## config.mk

```make
export PLATFORM = sky130hd
export DESIGN_NAME = odu_ctr_data_mc_flat
export DESIGN_NICKNAME = d
export VERILOG_FILES = /design/src/rtl/odu_ctr_pkg.sv /design/src/rtl/odu_ctr_data_mc_if.sv /design/src/rtl/odu_cfg_regfile_mc.sv /design/src/rtl/odu_ctr_data_mc.sv /design/src/flat_wrapper.sv
export SDC_FILE = /design/constraint.sdc
export NUM_CORES = 1
export LEC_CHECK = 0
export ABC_AREA = 1
export CAP_MARGIN = 25
export CELL_PAD_IN_SITES_DETAIL_PLACEMENT = 0
export CELL_PAD_IN_SITES_GLOBAL_PLACEMENT = 1
export CORE_MARGIN = 1.5
export CORE_UTILIZATION = 42
export DETAILED_ROUTE_END_ITERATION = 7
export PLACE_DENSITY = 0.91
export SYNTH_ARGS = -nofsm -noshare
export SYNTH_HDL_FRONTEND = slang
export SYNTH_SLANG_ARGS = --single-unit
export TNS_END_PERCENT = 20
```

## constraint.sdc

```tcl
create_clock -name clk -period 4.6 [get_ports clk]
set_input_delay 1.15 -clock clk [delete_from_list [all_inputs] [get_ports clk]]
set_output_delay 1.15 -clock clk [all_outputs]
set_load 0.05 [all_outputs]
```

## src/rtl/odu_ctr_pkg.sv

```systemverilog
// Shared definitions for the ODU channel-control block: FSM states, CTRL/STATUS
// bit positions, register map bases and register-file geometry helpers.
package odu_ctr_pkg;

    typedef enum logic [1:0] {
        ST_IDLE  = 2'd0,
        ST_LOAD  = 2'd1,
        ST_RUN   = 2'd2,
        ST_DRAIN = 2'd3
    } ctr_state_t;

    localparam int unsigned CTRL_START   = 0;
    localparam int unsigned CTRL_STOP    = 1;
    localparam int unsigned CTRL_CLR_ERR = 2;

    localparam int unsigned STAT_STATE_LSB = 0;
    localparam int unsigned STAT_ERR_BIT   = 2;
    localparam int unsigned STAT_CNT_LSB   = 8;

    localparam int unsigned ADDR_CTRL    = 0;
    localparam int unsigned ADDR_STATUS  = 1;
    localparam int unsigned ADDR_EN_BASE = 2;

    function automatic int unsigned ceil_div(input int unsigned num, input int unsigned den);
        return (num + den - 1) / den;
    endfunction

    function automatic int unsigned en_words(input int unsigned num_ch, input int unsigned dw);
        return ceil_div(num_ch, dw);
    endfunction

    function automatic int unsigned type_words(input int unsigned num_ch, input int unsigned type_bits,
                                               input int unsigned dw);
        return ceil_div(num_ch * type_bits, dw);
    endfunction

endpackage

```

## src/rtl/odu_ctr_data_mc_if.sv

```systemverilog
// CPU configuration bus (active-low strobes, registered read data).
interface odu_ctr_data_mc_if #(
    parameter int unsigned DATA_WIDTH_CFG = 16,
    parameter int unsigned ADDR_WIDTH_CFG = 5
) ();

    logic                      cfg_n_cs;
    logic                      cfg_n_we;
    logic                      cfg_n_oe;
    logic [ADDR_WIDTH_CFG-1:0] cfg_addr;
    logic [DATA_WIDTH_CFG-1:0] cfg_din;
    logic [DATA_WIDTH_CFG-1:0] cfg_dout;

    modport master (
        output cfg_n_cs, cfg_n_we, cfg_n_oe, cfg_addr, cfg_din,
        input  cfg_dout
    );

    modport slave (
        input  cfg_n_cs, cfg_n_we, cfg_n_oe, cfg_addr, cfg_din,
        output cfg_dout
    );

endinterface

```

## src/rtl/odu_cfg_regfile_mc.sv

```systemverilog
// Shadow register file: bus write decode, CTRL command strobes and the
// registered read mux. Bits beyond the channel count are never stored.
module odu_cfg_regfile_mc
    import odu_ctr_pkg::*;
#(
    parameter int unsigned DATA_WIDTH_CFG = 16,
    parameter int unsigned ADDR_WIDTH_CFG = 5,
    parameter int unsigned NUM_CH         = 80,
    parameter int unsigned TYPE_BITS      = 2
) (
    input  logic                          clk,
    input  logic                          rst,
    odu_ctr_data_mc_if.slave              cfg,
    input  logic [DATA_WIDTH_CFG-1:0]     status_word,
    output logic                          ctrl_start,
    output logic                          ctrl_stop,
    output logic                          ctrl_clr,
    output logic [NUM_CH-1:0]             shadow_en,
    output logic [NUM_CH*TYPE_BITS-1:0]   shadow_type
);

    localparam int unsigned DW      = DATA_WIDTH_CFG;
    localparam int unsigned EN_BITS = NUM_CH;
    localparam int unsigned TY_BITS = NUM_CH * TYPE_BITS;
    localparam int unsigned EW      = en_words(NUM_CH, DW);
    localparam int unsigned TW      = type_words(NUM_CH, TYPE_BITS, DW);
    localparam int unsigned TY_BASE = ADDR_EN_BASE + EW;

    logic [EW*DW-1:0] en_q;
    logic [TW*DW-1:0] ty_q;
    logic             wr_en;
    logic             rd_en;
    int unsigned      addr;
    logic [DW-1:0]    rdata;

    function automatic logic [DW-1:0] word_mask(input int unsigned word, input int unsigned total);
        logic [DW-1:0] m;
        m = '0;
        for (int unsigned b = 0; b < DW; b++) begin
            m[b] = (word * DW + b) < total;
        end
        return m;
    endfunction

    always_comb begin
        wr_en      = !cfg.cfg_n_cs && !cfg.cfg_n_we;
        rd_en      = !cfg.cfg_n_cs && cfg.cfg_n_we && !cfg.cfg_n_oe;
        addr       = 32'(cfg.cfg_addr);
        ctrl_start = 1'b0;
        ctrl_stop  = 1'b0;
        ctrl_clr   = 1'b0;
        if (wr_en && addr == ADDR_CTRL) begin
            ctrl_start = cfg.cfg_din[CTRL_START];
            ctrl_stop  = cfg.cfg_din[CTRL_STOP];
            ctrl_clr   = cfg.cfg_din[CTRL_CLR_ERR];
        end
    end

    // Top-word bits past the channel count are masked on write, so the
    // padded storage always reads back zero there.
    always_ff @(posedge clk) begin
        if (rst) begin
            en_q <= '0;
            ty_q <= '0;
        end else if (wr_en) begin
            for (int unsigned w = 0; w < EW; w++) begin
                if (addr == ADDR_EN_BASE + w)
                    en_q[w*DW +: DW] <= cfg.cfg_din & word_mask(w, EN_BITS);
            end
            for (int unsigned w = 0; w < TW; w++) begin
                if (addr == TY_BASE + w)
                    ty_q[w*DW +: DW] <= cfg.cfg_din & word_mask(w, TY_BITS);
            end
        end
    end

    always_comb begin
        rdata = '0;
        if (addr == ADDR_STATUS)
            rdata = status_word;
        for (int unsigned w = 0; w < EW; w++) begin
            if (addr == ADDR_EN_BASE + w)
                rdata = en_q[w*DW +: DW];
        end
        for (int unsigned w = 0; w < TW; w++) begin
            if (addr == TY_BASE + w)
                rdata = ty_q[w*DW +: DW];
        end
    end

    always_ff @(posedge clk) begin
        if (rst)
            cfg.cfg_dout <= '0;
        else
            cfg.cfg_dout <= rd_en ? rdata : '0;
    end

    assign shadow_en   = en_q[EN_BITS-1:0];
    assign shadow_type = ty_q[TY_BITS-1:0];

endmodule

```

## src/rtl/odu_ctr_data_mc.sv

```systemverilog
// ODU data-generator channel control: run FSM, shadow-to-active commit,
// sticky command error flag and start counter.
module odu_ctr_data_mc
    import odu_ctr_pkg::*;
#(
    parameter int unsigned DATA_WIDTH_CFG = 16,
    parameter int unsigned ADDR_WIDTH_CFG = 5,
    parameter int unsigned NUM_CH         = 80,
    parameter int unsigned TYPE_BITS      = 2
) (
    input  logic                          clk,
    input  logic                          rst,
    odu_ctr_data_mc_if.slave              cfg,
    input  logic                          gen_idle,
    output logic [NUM_CH-1:0]             enable_chid,
    output logic [NUM_CH*TYPE_BITS-1:0]   type_chid,
    output logic                          run,
    output logic                          start_pulse
);

    ctr_state_t                         state_q;
    ctr_state_t                         state_d;
    logic                               err_q;
    logic                               err_set;
    logic [7:0]                         start_cnt_q;
    logic                               ctrl_start;
    logic                               ctrl_stop;
    logic                               ctrl_clr;
    logic                               start_cmd;
    logic                               stop_cmd;
    logic [DATA_WIDTH_CFG-1:0]          status_word;
    logic [NUM_CH-1:0]                  shadow_en;
    logic [NUM_CH*TYPE_BITS-1:0]        shadow_type;

    odu_cfg_regfile_mc #(
        .DATA_WIDTH_CFG (DATA_WIDTH_CFG),
        .ADDR_WIDTH_CFG (ADDR_WIDTH_CFG),
        .NUM_CH         (NUM_CH),
        .TYPE_BITS      (TYPE_BITS)
    ) u_regfile (
        .clk         (clk),
        .rst         (rst),
        .cfg         (cfg),
        .status_word (status_word),
        .ctrl_start  (ctrl_start),
        .ctrl_stop   (ctrl_stop),
        .ctrl_clr    (ctrl_clr),
        .shadow_en   (shadow_en),
        .shadow_type (shadow_type)
    );

    // STOP dominates a combined START|STOP write.
    assign start_cmd = ctrl_start && !ctrl_stop;
    assign stop_cmd  = ctrl_stop;

    always_comb begin
        status_word                       = '0;
        status_word[STAT_STATE_LSB +: 2]  = state_q;
        status_word[STAT_ERR_BIT]         = err_q;
        status_word[STAT_CNT_LSB +: 8]    = start_cnt_q;
    end

    always_comb begin
        state_d = state_q;
        err_set = 1'b0;
        unique case (state_q)
            ST_IDLE: begin
                if (start_cmd)
                    state_d = ST_LOAD;
            end
            ST_LOAD: begin
                state_d = ST_RUN;
                err_set = start_cmd;
            end
            ST_RUN: begin
                if (stop_cmd)
                    state_d = ST_DRAIN;
                else
                    err_set = start_cmd;
            end
            ST_DRAIN: begin
                err_set = start_cmd;
                if (gen_idle)
                    state_d = ST_IDLE;
            end
            default: state_d = ST_IDLE;
        endcase
    end

    always_ff @(posedge clk) begin
        if (rst) begin
            state_q     <= ST_IDLE;
            err_q       <= 1'b0;
            start_cnt_q <= '0;
            enable_chid <= '0;
            type_chid   <= '0;
            start_pulse <= 1'b0;
        end else begin
            state_q <= state_d;
            if (err_set)
                err_q <= 1'b1;
            else if (ctrl_clr)
                err_q <= 1'b0;
            if (state_q == ST_IDLE && state_d == ST_LOAD)
                start_cnt_q <= start_cnt_q + 8'd1;
            // Commit during LOAD so the new config is live on the first RUN cycle.
            if (state_q == ST_LOAD) begin
                enable_chid <= shadow_en;
                type_chid   <= shadow_type;
            end
            start_pulse <= (state_q == ST_LOAD);
        end
    end

    assign run = (state_q == ST_RUN);

endmodule
```

## src/flat_wrapper.sv

```systemverilog
// flat-port wrapper written by rule: the top's interface ports become plain ports
module odu_ctr_data_mc_flat import odu_ctr_pkg::*;
#(
    parameter int unsigned DATA_WIDTH_CFG = 16,
    parameter int unsigned ADDR_WIDTH_CFG = 5,
    parameter int unsigned NUM_CH         = 80,
    parameter int unsigned TYPE_BITS      = 2
)
  (clk, rst, gen_idle, enable_chid, type_chid, run, start_pulse, cfg_cfg_n_cs, cfg_cfg_n_we, cfg_cfg_n_oe, cfg_cfg_addr, cfg_cfg_din, cfg_cfg_dout);
  odu_ctr_data_mc_if #(.DATA_WIDTH_CFG(DATA_WIDTH_CFG), .ADDR_WIDTH_CFG(ADDR_WIDTH_CFG)) cfg_i ();
  input  logic clk;
  input  logic rst;
  input  logic gen_idle;
  output logic [NUM_CH-1:0] enable_chid;
  output logic [NUM_CH*TYPE_BITS-1:0] type_chid;
  output logic run;
  output logic start_pulse;
  input wire logic [$bits(cfg_i.cfg_n_cs)-1:0] cfg_cfg_n_cs;
  input wire logic [$bits(cfg_i.cfg_n_we)-1:0] cfg_cfg_n_we;
  input wire logic [$bits(cfg_i.cfg_n_oe)-1:0] cfg_cfg_n_oe;
  input wire logic [$bits(cfg_i.cfg_addr)-1:0] cfg_cfg_addr;
  input wire logic [$bits(cfg_i.cfg_din)-1:0] cfg_cfg_din;
  output wire logic [$bits(cfg_i.cfg_dout)-1:0] cfg_cfg_dout;
  assign cfg_i.cfg_n_cs = cfg_cfg_n_cs;
  assign cfg_i.cfg_n_we = cfg_cfg_n_we;
  assign cfg_i.cfg_n_oe = cfg_cfg_n_oe;
  assign cfg_i.cfg_addr = cfg_cfg_addr;
  assign cfg_i.cfg_din = cfg_cfg_din;
  assign cfg_cfg_dout = cfg_i.cfg_dout;
  odu_ctr_data_mc #(.DATA_WIDTH_CFG(DATA_WIDTH_CFG), .ADDR_WIDTH_CFG(ADDR_WIDTH_CFG), .NUM_CH(NUM_CH), .TYPE_BITS(TYPE_BITS)) u_core (.clk(clk), .rst(rst), .cfg(cfg_i), .gen_idle(gen_idle), .enable_chid(enable_chid), .type_chid(type_chid), .run(run), .start_pulse(start_pulse));
endmodule
```

-- Word level (Yosys, flattened, before mapping)
Index checks and enable logic that the tools add are counted.
- bitwise operators: 1
- reduce and logical (&&, ||, !) cells: 30
- eq/ne operators: 20
- add/sub/neg operators: 1
- mux-type cells: 27
- operator list (cell ; count):
    16-bit two-way mux ; 16
    5-bit by 4-bit equality test with 1-bit output, second input constant ; 8
    2-bit AND reduction ; 15
    5-bit by 3-bit equality test with 1-bit output, second input constant ; 4
    5-bit by 2-bit equality test with 1-bit output, second input constant ; 2
    8-bit by 1-bit adder with 8-bit output, second input constant ; 1
    2-bit one-hot mux with 4 select lines ; 1
    1-bit logical AND ; 6
    1-bit two-way mux ; 6
    2-bit two-way mux ; 3
    5-bit by 1-bit equality test with 1-bit output, second input constant ; 1
    5-bit equality test, second input constant ; 1
    5-bit logical NOT ; 1
    2-bit by 1-bit equality test with 1-bit output, second input constant ; 2
    2-bit equality test, second input constant ; 2
    1-bit logical NOT ; 4
    2-bit OR reduction ; 2
    2-bit logical NOT ; 1
    1-bit one-hot mux with 2 select lines ; 1
    2-bit nonzero test ; 1
    1-bit NOT ; 1
- logic and storage cells: 101
- output and inout bits: 258
- register bits: 508
- input port bits: 27

-- Depth between registers and ports, before layout
Gate-level depths: netlist (run 1).
- depth after elaboration: 17
- mapped depth: 15

-- Modules after synthesis
Synthesis (run 1) repeated with hierarchy kept, for this count alone.
- cell total of the unflattened synthesis: 2677
- area, all modules: 19775.2 um2
- modules (own cells, without submodules) (module ; times used ; cells each ; area each (um2)):
    odu_cfg_regfile_mc ; 1 ; 1554 ; 10900.5
    odu_ctr_data_mc ; 1 ; 1123 ; 8874.8

-- Least setup slack after synthesis (run 1)
OpenSTA, ideal clock, no wires.
- path kind: input to register
- start point: input cfg_cfg_n_we
- end point: register u_core.start_cnt_q[7]
- data arrival time: 2.414 ns
- slack: 2.070 ns
- path buffers: 0
- data required time: 4.484 ns
- stages: 12
- cells stage by stage: inv_2 > nand2_1 > inv_2 > nand4_4 > nor3_4 > nand3_2 > nor3_4 > nand2_1 > nor2_1 > nand2_1 > o21ai_1 > a21oi_1
- word-level cells in the longest chain between the ends: 10
- ends and longest elaborated chain (what ; RTL line ; source):
    start, declared ; flat_wrapper.sv:19 ; input wire logic [$bits(cfg_i.cfg_n_we)-1:0] cfg_cfg_n_we;
    1-bit logical NOT * ; odu_cfg_regfile_mc.sv:46 ; wr_en = !cfg.cfg_n_cs && !cfg.cfg_n_we;
    1-bit logical AND * ; odu_cfg_regfile_mc.sv:46 ;
    1-bit logical AND * ; odu_cfg_regfile_mc.sv:52 ; if (wr_en && addr == ADDR_CTRL) begin
    1-bit two-way mux ; odu_cfg_regfile_mc.sv:52 ;
    1-bit logical NOT ; odu_ctr_data_mc.sv:53 ; assign start_cmd = ctrl_start && !ctrl_stop;
    1-bit logical AND ; odu_ctr_data_mc.sv:53 ;
    2-bit two-way mux ; odu_ctr_data_mc.sv:68 ; if (start_cmd)
    2-bit one-hot mux with 4 select lines * ; odu_ctr_data_mc.sv:66 ; unique case (state_q)
    2-bit by 1-bit equality test with 1-bit output * ; odu_ctr_data_mc.sv:104 ; if (state_q == ST_IDLE && state_d == ST_LOAD)
    1-bit logical AND * ; odu_ctr_data_mc.sv:104 ;
    end signal, assigned ; odu_ctr_data_mc.sv:105 ; start_cnt_q <= start_cnt_q + 8'd1;
    end, declared ; odu_ctr_data_mc.sv:25 ; logic [7:0] start_cnt_q;
Every way passes the cells marked *; elsewhere a longest branch is shown, timed or not.
A chain may end at the register's enable or synchronous reset.

-- Worst setup path in the final report (run 1)
- start point: input cfg_cfg_addr[0]
- end point: register u_core.u_regfile.cfg.cfg_dout[14]
- word-level cells in the longest chain between the ends: 17
- ends and longest elaborated chain (what ; RTL line ; source):
    start, declared ; flat_wrapper.sv:21 ; input wire logic [$bits(cfg_i.cfg_addr)-1:0] cfg_cfg_addr;
    5-bit by 1-bit equality test with 1-bit output ; odu_cfg_regfile_mc.sv:79 ; if (addr == ADDR_STATUS)
    16-bit two-way mux ; odu_cfg_regfile_mc.sv:79 ;
    16-bit two-way mux (5 in series) ; odu_cfg_regfile_mc.sv:82 ; if (addr == ADDR_EN_BASE + w)
    16-bit two-way mux (9 in series) ; odu_cfg_regfile_mc.sv:86 ; if (addr == TY_BASE + w)
    16-bit two-way mux * ; odu_cfg_regfile_mc.sv:86 ;
    end signal, assigned ; odu_cfg_regfile_mc.sv:95 ; cfg.cfg_dout <= rd_en ? rdata : '0;
    end, declared ; odu_ctr_data_mc_if.sv:21 ; output cfg_dout
Marked as above.

==> results of run 1 <==
[cells by family after synthesis]
group,count (synthesis),synth area share [%]
and+or+nand+nor,833,18.3
AOI/OAI and AO/OA,812,21.4
DFF,508,53.0
buffers and inverters,359,7.28
adders and majority gates,1,0.0651
[worst min-delay path by stage]
| stage | startpoint | end | slack (ns) | cells after the start |
|---|---|---|---|---|
| detailed placement | u_core.u_regfile.shadow_type[114]$_SDFFE_PP0P_ | u_core.u_regfile.shadow_type[114]$_SDFFE_PP0P_ | 0.47 | 2 |
| floorplan | u_core.u_regfile.shadow_en[33]$_SDFFE_PP0P_ | u_core.enable_chid[33]$_SDFFE_PP0P_ | 0.44 | 2 |
| global route | u_core.u_regfile.shadow_type[41]$_SDFFE_PP0P_ | u_core.u_regfile.shadow_type[41]$_SDFFE_PP0P_ | 0.50 | 2 |
| finish | u_core.u_regfile.shadow_type[41]$_SDFFE_PP0P_ | u_core.u_regfile.shadow_type[41]$_SDFFE_PP0P_ | 0.48 | 2 |
| global placement | u_core.u_regfile.shadow_type[115]$_SDFFE_PP0P_ | u_core.u_regfile.shadow_type[115]$_SDFFE_PP0P_ | 0.47 | 2 |
| CTS | u_core.u_regfile.shadow_type[117]$_SDFFE_PP0P_ | u_core.u_regfile.shadow_type[117]$_SDFFE_PP0P_ | 0.48 | 2 |
[layout by cell type (no fill, tap or decap), types with 3 or more instances in the layout]
cell type / instances
nor2_4: 6
nor2_2: 11
dfxtp_1: 508
inv_2: 10
clkinv_2: 11
o21ai_0: 440
clkbuf_1: 7
nand3_1: 86
nand4_1: 43
bufinv_16: 5
nand2_1: 283
inv_1: 158
nor3_1: 3
or2_2: 4
clkbuf_16: 52
a21oi_1: 348
o21ai_1: 4
a211oi_1: 16
buf_12: 4
buf_4: 35
clkdlybuf4s50_1: 283
nor2_1: 385
clkbuf_8: 15
[state kept, by name, summed over array words and instances, names as in the netlist]
signal and flops:
u_core.err_q 1, u_core.enable_chid 80, u_core.u_regfile.cfg.cfg_dout 16, u_core.start_pulse 1, u_core.type_chid 160, u_core.start_cnt_q 8
u_core.state_q 2, u_core.u_regfile.shadow_en 80, u_core.u_regfile.shadow_type 160
[through the flow]
step | std cells | cell area [µm²] | hold WS (ns) | worst slack [ns] | power [µW]
2_1_floorplan | 2513 | 19200 | 0.441 | 2.07 | 8800
3_3_place_gp | 3247 | 22400 | 0.466 | 0.624 | 10600
3_5_place_dp | 3247 | 22400 | 0.474 | 0.639 | 10600
4_1_cts | 3343 | 24200 | 0.483 | 1.19 | 15000
5_1_grt | 3345 | 24300 | 0.500 | 0.998 | 15500
6_report | 3345 | 24300 | 0.481 | 1.19 | 15000
[synthesized netlist by cell type]
cell type,instances
ha_1,1
nor3_1,3
and2_1,1
and3_1,1
nand2_1,283
nor2_1,386
buf_2,28
o21a_1,2
a211oi_1,16
inv_1,158
nor4_1,1
a21oi_1,348
buf_4,4
dfxtp_1,508
inv_2,11
nor2_2,11
o21ai_1,4
o21ai_0,440
nand4_4,1
nand3_2,2
nor3_4,2
nor4_2,1
nor2_4,5
buf_1,2
nand2_2,1
or2_2,4
clkbuf_1,155
nor3_2,2
clkinv_1,1
nand4_1,43
o211a_1,2
nand3_1,86
[power breakdown]
group	leakage, µW	internal (µW)	switching, µW
logic	0.00432	1460	3590
registers	0.00411	5090	409
clock network	0.000891	2600	1820
total	0.00932	9150	5820
[critical path, delay by kind of cell]
| family | cells | cell delay, ns |
|---|---|---|
| simple gates | 13 | 2.03 |
| buf+inv | 2 | 0.70 |
[final cells by class]
type	instances	area [µm²]
Fill cell	4332	21000
Tap cell	600	751
Timing Repair Buffer	325	3240
Multi-Input combinational cell	1646	7650
Clock buffer	74	1530
Clock inverter	22	263
Sequential cell	508	10200
Inverter	170	653
[layer usage]
metal	up-vias	GRT usage, %	share of wire (%)	wire length, µm
met5	-	0	0.018	13
met4	2	13.1	4.4	3250
met2	948	46.6	44	32700
met3	181	6.30	9.2	6810
li1	8704	-	-	-
met1	8741	42.3	42	31100
==> impl_metrics.env, run 1 <==
export IMPL_cts_sinks=508
export IMPL_cts_root_buf="clkbuf_16"
export IMPL_setup_tns_final_ns=0
export IMPL_ys_seq_elements=508
export IMPL_endpoint="u_core.u_regfile.cfg.cfg_dout[14]$_SDFF_PP0_"
export IMPL_ys_warn_count=0
export IMPL_yosysTopAreaCell="dfxtp_1"
export IMPL_cp_start_kind="input port"
export IMPL_r2r_cells=6
export IMPL_io_pins=285
export IMPL_final_max_slew_viol_count=0
export IMPL_maxCapViolCount=0
export IMPL_cp_startpoint="cfg_cfg_addr[0]"
export IMPL_ir_drop_mv=0.478
export IMPL_finalSetupViolCount=0
export IMPL_die_area_um2=47000
export IMPL_r2r_setup_slack_ns=2.19
export IMPL_grt_pass1_wl_um=109000
export IMPL_drc_errors=0
export IMPL_powerDensity_nw_per_um2=617
export IMPL_cp_required_ns=5.10
export IMPL_crit_top_cell="nor2_1"
export IMPL_post_dp_hpwl_um=51400
export IMPL_grt_overflow_total=0
export IMPL_first_pass_iters=6
export IMPL_nets=2730
export IMPL_clk_latency_ns=0.62
export IMPL_period_needed_ns=3.41
export IMPL_cts_buffer_depth=3
export IMPL_cts_made_buffers=51
export IMPL_grt_pass1_vias=16800
export IMPL_cpPeakStageDelay_ns=0.51
export IMPL_r2r_end="u_core.type_chid[119]$_SDFFE_PP0P_"
export IMPL_syn_inst=2513
export IMPL_wl_per_cell_um=22.1
export IMPL_antenna_left=0
export IMPL_crit_path_end_kind="register"
export IMPL_synth_area_um2=19200
export IMPL_antenna_found_initial=1
export IMPL_arrival_ns=3.91
export IMPL_skew_ns=0.0253
export IMPL_cts_tree="built"
export IMPL_r2r_start="u_core.state_q[0]$_SDFF_PP0_"
export IMPL_yosys_top_cells_area="dfxtp_1 53%, o21ai_0 11%, a21oi_1 9.1%, nor2_1 7.5%, nand2_1 5.5%"
export IMPL_antenna_cells=0
export IMPL_slowest_stage="clkdlybuf4s50_1"
export IMPL_critPathKind="input port to register"
export IMPL_p_leak_uw=0.00932
export IMPL_grt_max_degree=304
export IMPL_post_route_period_util_pct=74.0
export IMPL_htree_levels=2
export IMPL_grt_usage_pct=30.7
export IMPL_path_cells="clkdlybuf4s50_1 > nand2_1 > nor2_1 > nand2_1 > inv_1 > nand2_1 > nand3_1 > nor2_1 > nand4_1 > nand2_1 > nand3_1 > nor2_1 > nand4_1 > nor2_1 > nor2_1"
export IMPL_routed_wl_um=73900
export IMPL_synth_distinct_cells=32
export IMPL_path_max_fanout=12
export IMPL_syn_avg_cell_area_um2=7.64
export IMPL_drtIter0Drc=2257
export IMPL_drive_gt1_share_pct=6.34
export IMPL_via_per_inst=5.55
export IMPL_vias=18600
export IMPL_ctsHoldBuffers=0
export IMPL_fmax_mhz=294
export IMPL_syn_nets=2541
export IMPL_globalplace_congestion=1.01
export IMPL_hold_class="register to register"
export IMPL_initial_core_util_pct=42.4
export IMPL_rsz0062_at_grt="false"
export IMPL_final_hold_viol_count=0
export IMPL_slew_headroom_pct=23.4
export IMPL_area_growth_pct=26.3
export IMPL_cts_resized=0
export IMPL_synth_top_area_share_pct=53.0
export IMPL_fp_row_count=78
export IMPL_final_util_pct=53.6
export IMPL_post_cts_setup_buffers=0
export IMPL_port_buffers=284
export IMPL_dieWidth_um=217
export IMPL_yosysSeqAreaShare_pct=53.0
export IMPL_design_core_area_um2=45300
export IMPL_clkTransAtPathRegs_ns=0.06
export IMPL_die_h_um=217
export IMPL_status="complete, no violations"
export IMPL_tightest_slew_ns=1.15
Note: power is estimated with default switching activity, not from simulation.
==> inputs of run 2 (changes only) <==
--- a/config.mk
+++ b/config.mk
@@ -10,9 +10,9 @@
 export CELL_PAD_IN_SITES_DETAIL_PLACEMENT = 0
 export CELL_PAD_IN_SITES_GLOBAL_PLACEMENT = 1
 export CORE_MARGIN = 1.5
-export CORE_UTILIZATION = 42
+export CORE_UTILIZATION = 39
 export DETAILED_ROUTE_END_ITERATION = 7
-export PLACE_DENSITY = 0.91
+export PLACE_DENSITY = 0.86
 export SYNTH_ARGS = -nofsm -noshare
 export SYNTH_HDL_FRONTEND = slang
 export SYNTH_SLANG_ARGS = --single-unit
==> constraint.sdc (replaced) <==
create_clock -name clk -period 3.2 [get_ports clk]
set_input_delay 0.8 -clock clk [delete_from_list [all_inputs] [get_ports clk]]
set_output_delay 0.8 -clock clk [all_outputs]
set_load 0.05 [all_outputs]
==> run 2 against run 1 <==
  * Sequential cell count stayed put
  * Global-route usage fell by 1.4 points
  * Clock skew rose by 0.0022 ns
  * Non-clock buffer count grew 58
  * Combinational power increased by 44%
  * Count of clock-buffer cells in the layout increased by 3
  * Largest power group unchanged
  * Highest routed layer unchanged
==> impl_metrics.env, run 2 (synthesis gave the netlist of run 1 again) <==
export IMPL_status="complete, no violations"
export IMPL_die_area_um2=50600
export IMPL_fp_row_count=81
export IMPL_critPathKind="input port to register"
export IMPL_drive_gt1_share_pct=8.00
export IMPL_globalplace_congestion=0.939
export IMPL_vias=18500
export IMPL_wl_met2_um=35400
export IMPL_port_buffers=284
export IMPL_wl_per_cell_um=22.0
export IMPL_final_cell_area_um2=24800
export IMPL_period_needed_ns=3.06
export IMPL_grt_pass1_wl_um=110000
export IMPL_antenna_left=0
export IMPL_initial_core_util_pct=39.4
export IMPL_final_hold_viol_count=0
export IMPL_ctsHoldBuffers=0
export IMPL_clk_latency_ns=0.62
export IMPL_antenna_found_initial=2
export IMPL_tightest_slew_ns=0.725
export IMPL_grt_max_degree=129
export IMPL_mostFrequentLayoutCells="508 x dfxtp_1, 440 x o21ai_0, 385 x nor2_1"
export IMPL_grt_overflow_total=0
export IMPL_ir_drop_mv=0.555
export IMPL_drtIter0Drc=1865
export IMPL_layout_commonest_cell="dfxtp_1"
export IMPL_setup_ws_ns=0.136
export IMPL_placed_cell_area_um2=23000
export IMPL_wl_met1_um=33500
export IMPL_fillers=4741
export IMPL_cts_root_buf="clkbuf_16"
export IMPL_maxCapViolCount=0
export IMPL_slew_headroom_pct=51.6
export IMPL_cp_start_kind="input port"
export IMPL_post_cts_setup_buffers=0
export IMPL_rsz0062_at_grt="false"
export IMPL_cts_resized=0
export IMPL_setup_tns_final_ns=0
export IMPL_cts_buffer_depth=3
export IMPL_design_core_area_um2=48700
export IMPL_post_place_ws_ns=-0.389
export IMPL_route_met3_wl_um=4780
export IMPL_cts_made_buffers=51
export IMPL_post_dp_hpwl_um=54600
export IMPL_io_pins=285
export IMPL_area_growth_pct=29.4
export IMPL_die_h_um=225
export IMPL_crit_path_end_kind="register"
export IMPL_via_per_inst=5.34
export IMPL_cts_sinks=508
export IMPL_cts_tree="built"
export IMPL_skew_ns=0.0275
export IMPL_powerDensity_nw_per_um2=867
export IMPL_finalSetupViolCount=0
export IMPL_hold_class="register to register"
export IMPL_fmax_mhz=326
export IMPL_nets=2788
export IMPL_drc_errors=0
export IMPL_path_max_fanout=15
export IMPL_clkTransAtPathRegs_ns=0.06
export IMPL_grt_usage_pct=29.3
export IMPL_timing_hold_ws_ns=0.482
export IMPL_cp_required_ns=3.69
export IMPL_final_max_slew_viol_count=0
export IMPL_dieWidth_um=225
export IMPL_arrival_ns=3.56
export IMPL_grt_pass1_vias=16900
export IMPL_first_pass_iters=6
export IMPL_highest_layer="met5"
export IMPL_routed_wl_um=76200
export IMPL_post_route_period_util_pct=95.8
export IMPL_htree_levels=2
export IMPL_p_leak_uw=0.00962
==> run 2: changes by cell type in the layout (fill, tap and decap cells not counted), sizes merged <==
cell | before | now
dlymetal6s2s | 0 | 1
clkdlybuf4s50 | 283 | 282
buf | 42 | 100
diode | 0 | 1
clkbuf | 74 | 77
inv | 171 | 172
clkinv | 14 | 8
clkinvlp | 2 | 1
bufinv | 5 | 6
==> run 2: metal layers <==
| layer | global-route usage [%] | vias up |
|---|---|---|
| met5 | 0 | - |
| met4 | 10.6 | 4 |
| met3 | 3.49 | 119 |
| met2 | 47.3 | 728 |
| met1 | 40.4 | 8840 |
| li1 | - | 8818 |
==> run 2: final timing paths <==
check	startpoint	endpoint	slack, ns	cells past startpoint
worst max register to register	u_core.u_regfile.shadow_en[28]$_SDFFE_PP0P_	u_core.u_regfile.cfg.cfg_dout[12]$_SDFF_PP0_	1.10	10
worst max-delay path	cfg_cfg_addr[0]	u_core.u_regfile.cfg.cfg_dout[5]$_SDFF_PP0_	0.14	15
worst min register to register	u_core.u_regfile.shadow_type[143]$_SDFFE_PP0P_	u_core.u_regfile.shadow_type[143]$_SDFFE_PP0P_	0.48	2
worst min-delay path	u_core.u_regfile.shadow_type[143]$_SDFFE_PP0P_	u_core.u_regfile.shadow_type[143]$_SDFFE_PP0P_	0.48	2
==> run 2: report_power, final <==
part,internal [µW],switching [µW]
sequential,7320,582
combinational,2130,5160
clock,3760,2590
==> run 2: stage by stage <==
step | instances | power [µW] | utilization, %
after floorplan | 2513 | 12700 | -
after global placement | 3370 | 15300 | 47.3
after detailed placement | 3370 | 15300 | 47.3
after CTS | 3464 | 21600 | 50.9
after global routing | 3465 | 22300 | 51.0
final | 3466 | 21500 | 51.0
==> run 2: critical path, cell delays in order <==
cell and delay, ns:
clkdlybuf4s50_1 0.57, nand2_1 0.19, buf_4 0.15, nor2_4 0.04, buf_4 0.20, inv_2 0.16
o21ai_0 0.11, inv_1 0.11, nand4_1 0.25, nand2_1 0.19, nand3_1 0.12, nand2_1 0.14
nand4_1 0.27, nor2_1 0.18, nor2_1 0.06
==> run 2: cell type report <==
| class | instances | area [µm²] | area share [%] |
|---|---|---|---|
| diodes | 1 | 2.50 | 0.0101 |
| inverters | 170 | 648 | 2.61 |
| clock inverters | 17 | 264 | 1.06 |
| multi-input cells | 1646 | 7650 | 30.8 |
| well taps | 664 | 831 | 3.34 |
| flip-flops and latches | 508 | 10200 | 40.9 |
| clock buffers | 77 | 1520 | 6.10 |
| repair buffers | 383 | 3770 | 15.2 |
